## src/rtl/mips_pkg.sv

```systemverilog
// mips_pkg -- shared CPU definitions used by the multiply unit.
// Provides the default operand width, the multiplier state encoding and a
// helper that sizes the iteration counter so it can hold the value WIDTH.
package mips_pkg;

    localparam int MULT_WIDTH = 32;

    typedef enum logic [1:0] {
        MULT_IDLE = 2'd0,
        MULT_RUN  = 2'd1,
        MULT_DONE = 2'd2
    } mult_state_t;

    // Counter must reach WIDTH itself (one extra cycle to unload the product).
    function automatic int mult_cnt_width(input int w);
        return $clog2(w) + 1;
    endfunction

endpackage

```

## src/rtl/multu_unit.sv

```systemverilog
// multu_unit -- iterative unsigned shift-add multiplier (MIPS MULTU).
// Ports:
//   clk    : clock, all state updates on its rising edge
//   rst    : asynchronous active-low reset
//   start  : MULTU issued, src_a/src_b valid this cycle
//   cancel : pipeline flush, aborts an in-flight multiply
//   src_a  : multiplicand (unsigned)
//   src_b  : multiplier (unsigned)
//   busy   : high in every RUN cycle
//   done   : one-cycle pulse when hi/lo hold a new result
//   hi/lo  : upper/lower halves of the 2*WIDTH product
// Timing: start edge enters RUN; WIDTH add/shift steps follow, then one more
// RUN edge unloads the product into hi/lo, so done rises WIDTH+1 edges after
// the start edge.
module multu_unit
    import mips_pkg::*;
#(
    parameter int WIDTH = MULT_WIDTH
) (
    input  logic             clk,
    input  logic             rst,
    input  logic             start,
    input  logic             cancel,
    input  logic [WIDTH-1:0] src_a,
    input  logic [WIDTH-1:0] src_b,
    output logic             busy,
    output logic             done,
    output logic [WIDTH-1:0] hi,
    output logic [WIDTH-1:0] lo
);

    localparam int                CNT_W    = mult_cnt_width(WIDTH);
    localparam logic [CNT_W-1:0]  LAST_CNT = CNT_W'(WIDTH);
    localparam logic [CNT_W-1:0]  CNT_ONE  = CNT_W'(1);

    mult_state_t      state_r, state_nxt_s;
    logic [WIDTH-1:0] mcand_r, mcand_nxt_s;
    logic [WIDTH-1:0] acc_r, acc_nxt_s;       // upper half of running product
    logic [WIDTH-1:0] mplier_r, mplier_nxt_s; // multiplier, shifts into lower half
    logic [CNT_W-1:0] cnt_r, cnt_nxt_s;
    logic [WIDTH-1:0] hi_r, hi_nxt_s;
    logic [WIDTH-1:0] lo_r, lo_nxt_s;
    logic             busy_r;
    logic             done_r;
    logic [WIDTH:0]   sum_s;                  // carry kept so the product is exact

    // Partial-product add for the current step.
    always_comb begin
        if (mplier_r[0]) begin
            sum_s = {1'b0, acc_r} + {1'b0, mcand_r};
        end else begin
            sum_s = {1'b0, acc_r};
        end
    end

    // Next-state and datapath update logic.
    always_comb begin
        state_nxt_s  = state_r;
        mcand_nxt_s  = mcand_r;
        acc_nxt_s    = acc_r;
        mplier_nxt_s = mplier_r;
        cnt_nxt_s    = cnt_r;
        hi_nxt_s     = hi_r;
        lo_nxt_s     = lo_r;
        case (state_r)
            MULT_RUN: begin
                // start is ignored here; only cancel or completion leave RUN.
                if (cancel) begin
                    state_nxt_s = MULT_IDLE;
                end else if (cnt_r == LAST_CNT) begin
                    hi_nxt_s    = acc_r;
                    lo_nxt_s    = mplier_r;
                    state_nxt_s = MULT_DONE;
                end else begin
                    // Shift {carry, acc, mplier} right by one.
                    acc_nxt_s    = sum_s[WIDTH:1];
                    mplier_nxt_s = {sum_s[0], mplier_r[WIDTH-1:1]};
                    cnt_nxt_s    = cnt_r + CNT_ONE;
                end
            end
            MULT_IDLE, MULT_DONE: begin
                // cancel wins over start and never launches an operation.
                if (cancel) begin
                    state_nxt_s = MULT_IDLE;
                end else if (start) begin
                    mcand_nxt_s  = src_a;
                    mplier_nxt_s = src_b;
                    acc_nxt_s    = '0;
                    cnt_nxt_s    = '0;
                    state_nxt_s  = MULT_RUN;
                end else begin
                    state_nxt_s = MULT_IDLE;
                end
            end
            default: begin
                state_nxt_s = MULT_IDLE;
            end
        endcase
    end

    // State, datapath and registered output flags.
    always_ff @(posedge clk or negedge rst) begin
        if (!rst) begin
            state_r  <= MULT_IDLE;
            mcand_r  <= '0;
            acc_r    <= '0;
            mplier_r <= '0;
            cnt_r    <= '0;
            hi_r     <= '0;
            lo_r     <= '0;
            busy_r   <= 1'b0;
            done_r   <= 1'b0;
        end else begin
            state_r  <= state_nxt_s;
            mcand_r  <= mcand_nxt_s;
            acc_r    <= acc_nxt_s;
            mplier_r <= mplier_nxt_s;
            cnt_r    <= cnt_nxt_s;
            hi_r     <= hi_nxt_s;
            lo_r     <= lo_nxt_s;
            busy_r   <= (state_nxt_s == MULT_RUN);
            done_r   <= (state_nxt_s == MULT_DONE);
        end
    end

    assign busy = busy_r;
    assign done = done_r;
    assign hi   = hi_r;
    assign lo   = lo_r;

endmodule

```

## config.mk

```make
export PLATFORM = sky130hd
export DESIGN_NAME = multu_unit
export DESIGN_NICKNAME = d
export VERILOG_FILES = /design/src/rtl/mips_pkg.sv /design/src/rtl/multu_unit.sv
export SDC_FILE = /design/constraint.sdc
export NUM_CORES = 1
export LEC_CHECK = 0
export ABC_CLOCK_PERIOD_IN_PS = 3420
export CAP_MARGIN = 20
export CORE_UTILIZATION = 35
export CTS_BUF_LIST = sky130_fd_sc_hd__clkbuf_16
export DETAILED_ROUTE_END_ITERATION = 7
export GPL_TIMING_DRIVEN = 0
export HOLD_SLACK_MARGIN = 0.03
export PLACE_DENSITY = 0.57
export SLEW_MARGIN = 20
export SYNTH_ARGS = -nofsm -noshare
export SYNTH_HDL_FRONTEND = slang
export SYNTH_SLANG_ARGS = --single-unit
```

## constraint.sdc

```tcl
create_clock -name clk -period 3.42 [get_ports clk]
set_input_delay 0.855 -clock clk [delete_from_list [all_inputs] [get_ports clk]]
set_output_delay 0.855 -clock clk [all_outputs]
set_load 0.01 [all_outputs]
```

# Yosys cells after proc, flatten, opt, wreduce, memory -nomap -nowiden
# Cells that the tools add are included.
[word_totals] input_bits=68 word_cells=48 register_bits=170 output_inout_bits=66
[classes] bitwise=1 addsub=2 eq_ne=9 reduce_logical=6 muxes=21
[ops] op="$mux 32" n=8
[ops] op="$pmux 32 s2" n=2
[ops] op="$add 32x32->33" n=1
[ops] op="$mux 33" n=1
[ops] op="$mux 6" n=4
[ops] op="$pmux 6 s2" n=1
[ops] op="$ne 2x2->1 const B" n=4
[ops] op="$add 6x1->6 const B" n=1
[ops] op="$eq 6x6->1 const B" n=1
[ops] op="$reduce_and 3->1" n=2
[ops] op="$reduce_and 5->1" n=1
[ops] op="$eq 2x1->1 const B" n=2
[ops] op="$eq 2x2->1 const B" n=2
[ops] op="$mux 2" n=2
[ops] op="$pmux 2 s2" n=1
[ops] op="$logic_not 2->1" n=1
[ops] op="$mux 1" n=2
[ops] op="$reduce_bool 2->1" n=1
[ops] op="$reduce_or 2->1" n=1
[ops] op="$not 1->1" n=1

# Logic depth before layout (Yosys ltp)
[depth] ltp_word=5 depth_mapped=10 ltp_nobuf=10

# Worst setup path before layout
# OpenSTA, ideal clock, no wires.
[synth_path] kind="register to register" startpoint="reg acc_r[0]" endpoint="reg acc_r[27]" t_required_ns=3.294 stages_incl_launch_ff=9 setup_ns=0.126 synth_period_minus_slack_ns=2.302 slack_ns=1.118 path_buffers=0 t_arrival_ns=2.176 path_cell_list="dfrtp_1 > ha_1 > fa_1 > a21o_1 > nand4_2 > a21boi_4 > o41ai_4 > o21bai_2 > a311o_1"
[synth_between] elab_chain_len=5
[synth_lines] element="start, declared" line_no="multu_unit.sv:38" text="logic [WIDTH-1:0] acc_r, acc_nxt_s;"
[synth_lines] element="start signal, assigned" line_no="multu_unit.sv:116" text="acc_r <= acc_nxt_s;"
[synth_lines] element="$add 32x32->33" line_no="multu_unit.sv:50" text="sum_s = {1'b0, acc_r} + {1'b0, mcand_r};"
[synth_lines] element="$mux 33" line_no="multu_unit.sv:49" text="if (mplier_r[0]) begin"
[synth_lines] element="$mux 32" line_no="multu_unit.sv:70" text="end else if (cnt_r == LAST_CNT) begin"
[synth_lines] element="$mux 32" line_no="multu_unit.sv:68" text="if (cancel) begin"
[synth_lines] element="$pmux 32 s2" line_no="multu_unit.sv:65" text="case (state_r)"
# Every way passes these cells. The select of a mux whose other input is x is not followed.
# A chain may end at the register's enable or synchronous reset.

# Worst setup path after layout
[layout_path] startpoint="in cancel" endpoint="reg acc_r[31]"
[layout_between] elab_chain_len=2 word_cells_on_any_way=3 classes_between="eq/ne (2); reduce/logical (1)"
[layout_lines] element="start, declared" line_no="multu_unit.sv:23" text="input logic cancel,"
[layout_lines] element="$ne 2x2->1 (no line)"
[layout_lines] element="$reduce_and 5->1 (no line) *"
# Mark *: on every way between the ends. The rest lies on a longest branch, timed or not.

==> impl_metrics.csv <==
group,metric,value,unit
outcome,status,"complete, no violations",
final_layout,fin_nets,1083,
timing,setup_slack,0.674,ns
logic_synthesis,ys_ff_latch,170,
pwr,peakVddDrop,0.328,mV
global_routing,grt_start_max_net_pins,92,
timing,maxSlewHeadroom,0.389,
clocking,postCtsSetupBuffers,0,
die,die_area,25100,sq um
timing,fmax,364,MHz
clocking,cts_resized,0,
logic_synthesis,synth_fp_nets,930,
final_layout,syn_to_final_growth,27.3,%
placed_design,dp_slack,0.213,ns
clocking,postCtsHoldBufs,0,
global_routing,grt_usage,0.190,
logic_synthesis,synth_edf_count,0,
die,boundaryPins,134,
route,vias_per_cell,5.20,
critical_path,crit_arrival,3.10,ns
placed_design,place_inst,1280,
clocking,cts-htree-levels,4,
logic_synthesis,synth_top_family_by_area,"compound AO/OA/AOI/OAI gates",
route,routed_wl,22.7,mm
route,detailedRoute.firstPassIterationCount,8,
global_routing,grt_pass1_vias,6841,
logic_synthesis,synthSimpleGateAreaFrac,0.117,
route,met1_length,10.7,mm
placed_design,gp_congestion,0.876,
timing,worst_slew_pin_slew,0.913,ns
critical_path,critPathCaptureType,"flop",
logic_synthesis,synthMuxAreaShare,0.0934,
pwr,power.density,593,nW/um^2
route,wl_met2,10.5,mm
global_routing,grt_antenna_before_repair,0,
critical_path,crit_buf_inv,2,
timing,finalMaxSlewViolations,0,
critical_path,crit_path_start_kind,"primary input",
clocking,cts-buffers-inserted,17,
die,die_w,159,microns
logic_synthesis,ys_types,67,
clocking,root_buffer,"clkbuf_16",
final_layout,seq_area,4250,sq um
timing,hold_viol_final,0,
flow_run,maxCapViolCount,0,
placed_design,io_buffers,133,
worst_hold_path,worst_hold_path_type,"in2async",
logic_synthesis,synth_ff_type,"dfrtp_1",
logic_synthesis,synthArstFlopShare,1.00,
critical_path,crit_family,"compound AO/OA/AOI/OAI gates",
route,vias,6815,
final_layout,finalInstanceArea,10900,sq um
timing,setup-violations-final,0,
logic_synthesis,synthCells,827,
clocking,clk_latency,0.44,ns
timing,rsz0062_at_grt,"no",
critical_path,cp_max_fo,10,
clocking,clk_pin_slew_worst_paths,0.07,ns
final_layout,layout.cells.non_filler,1311,
die,die_h,159,microns
critical_path,slowest_delay,0.46,ns
critical_path,crit_path_cell_trace,"clkdlybuf4s50_1, nor2_1, nand2_1, a21oi_2, nand2_1, clkbuf_1, a21oi_1, o21ai_0, o21ai_0",
route,top_layer,"met4",
timing,finalCritPeriodShare,0.803,
critical_path,required,3.77,ns
clocking,cts_buffer_depth,2,
logic_synthesis,syn_area_per_cell,10.4,sq um
pwr,p_leak,0.00518,uW
timing,fin_worst_skew,0.0144,ns
clocking,cts.sinks,170,
logic_synthesis,yosysTopAreaCellShare,0.496,
timing,period_needed,2.75,ns
die,initial_core_util,0.361,
global_routing,overflow,0,
global_routing,grt_pass1_wl,36.2,mm
logic_synthesis,synthAdderAreaFrac,0.0519,
final_layout,n_fill_cell,2288,
route,drc,0,
route,met3_length,1.09,mm
die,core,23800,sq um
die,rows,56,
placed_design,dp_hpwl,16.4,mm
critical_path,path_class,"in2reg",
logic_synthesis,syn_area,8580,sq um
logic_synthesis,synth_top_cell_by_area,"dfrtp_1",
critical_path,crit_path_top_delay_cell,"a21oi_2",
clocking,cts_tree,"done",
logic_synthesis,synth_compound_area_frac,0.177,
logic_synthesis,yosysWarnings,0,
final_layout,multiInputGateArea,3960,sq um
final_layout,drive_above_1_share,0.139,
route,postRouteAntennaNets,0,
logic_synthesis,synth_area_leaders,"dfrtp_1 50%, mux2_2 8.4%, nand2_1 6.6%, ha_1 5.0%, a222oi_1 3.6%",
logic_synthesis,synth_xor_area_frac,0.0225,
final_layout,antennaDiodeCount,0,
route,first_iter_violations,521,
route,wl_per_cell,17.3,microns
placed_design,place_area,10300,sq um
logic_synthesis,yosysSeqAreaShare,0.496,
==> routing by layer <==
| metal | up-vias | track usage |
|---|---|---|
| met2 | 167 | 0.299 |
| met5 | - | 0 |
| met1 | 3325 | 0.261 |
| li1 | 3297 | - |
| met4 | 0 | 0.0641 |
| met3 | 26 | 0.0343 |
==> worst register-to-register path, cell delays in order (launching register included) <==
cell,delay [ns]
dfrtp_1,0.43
inv_1,0.06
ha_1,0.19
nor4b_2,0.17
nand2_1,0.12
nand3_1,0.34
nor2_1,0.83
o2111ai_1,0.20
and3_1,0.23
nand2_1,0.06
==> cell usage after synthesis, drive strengths merged, types with 5 or more instances <==
library cell / number
dfrtp: 170
nor2: 28
o211ai: 5
a211oi: 5
and3: 7
clkbuf: 25
o21ai: 51
o21a: 7
a22oi: 17
mux2i: 8
a222oi: 31
mux2: 64
nand2: 150
a21oi: 44
xor2: 9
a21o: 13
ha: 34
xnor2: 13
inv: 43
nand3: 13
nor3: 9
buf: 21
nand4: 11
==> layout make-up <==
cell class	count	share of cell area
timing repair buffer	134	0.125
multi-input combinational	567	0.362
sequential	170	0.390
clock buffer	17	0.0390
clock inverter	14	0.0142
tap	319	0.0366
inverter	44	0.0151
buffer	46	0.0183
==> worst paths after layout <==
check	start	endpoint	slack [ns]	cells after the start
setup / recovery	cancel	acc_r[31]$_DFFE_PN0P_	0.67	9
hold / removal	rst	acc_r[20]$_DFFE_PN0P_	0.38	1
setup reg to reg	cnt_r[0]$_DFFE_PN0P_	acc_r[24]$_DFFE_PN0P_	0.73	9
hold reg to reg	mcand_r[28]$_DFFE_PN0P_	mcand_r[28]$_DFFE_PN0P_	0.48	2
max in group asynchronous	rst	acc_r[10]$_DFFE_PN0P_	2.18	2
min in group clk	mcand_r[28]$_DFFE_PN0P_	mcand_r[28]$_DFFE_PN0P_	0.48	2
==> power by group <==
group | switching (uW) | internal [uW] | leakage [uW]
combinational | 1090 | 817 | 0.00265
sequential | 300 | 2330 | 0.00225
clock | 906 | 1030 | 0.000282
==> layout by cell type (no fill, tap or decap), types with 3 or more instances in the layout <==
| master | instances |
|---|---|
| a211oi_1 | 3 |
| mux2i_1 | 8 |
| ha_1 | 34 |
| xor2_1 | 9 |
| a21oi_1 | 41 |
| o21bai_2 | 3 |
| clkbuf_16 | 17 |
| clkdlybuf4s50_1 | 132 |
| buf_2 | 19 |
| clkbuf_1 | 25 |
| a222oi_1 | 31 |
| mux2_2 | 64 |
| a21o_1 | 13 |
| or3_1 | 3 |
| a22oi_1 | 17 |
| a22o_1 | 3 |
| xnor2_1 | 13 |
| nand4_1 | 10 |
| nand3_1 | 13 |
| o21ai_1 | 5 |
| nand2_1 | 150 |
| o211ai_1 | 4 |
| dfrtp_1 | 170 |
| inv_6 | 5 |
| o21a_1 | 7 |
| and3_1 | 7 |
| inv_1 | 43 |
| a21oi_2 | 3 |
| inv_8 | 4 |
| o21ai_0 | 44 |
| nor2_1 | 28 |
| nor3_1 | 9 |
==> registers in the layout, summed over array words and instances, names as in the netlist <==
| name | flops |
|---|---|
| mplier_r | 32 |
| busy | 1 |
| cnt_r | 6 |
| state_r | 2 |
| acc_r | 32 |
| mcand_r | 32 |
| hi | 32 |
| done | 1 |
| lo | 32 |
==> per-stage QoR <==
stage	setup TNS, ns	hold WS (ns)	utilization	power, uW
final	0	0.384	0.460	6470
after global routing	0	0.431	0.460	6890
after CTS	0	0.406	0.460	6520
after detailed placement	0	0.470	0.435	4550
after global placement	-974.08	0.473	0.434	4530
after floorplan	0	0.452	-	3920
==> logic make-up (layout without fill, tap and decap cells) <==
family                   after synthesis  count (layout)
AND/OR/NAND/NOR                      232             232
buffers and inverters                 90             255
multiplexers                          72              72
adder cells (fa/ha/maj)               35              35
AO/OA/AOI/OAI                        206             206
flip-flops                           170             170
XOR/XNOR                              22              22
(Power assumes the default switching activity.)
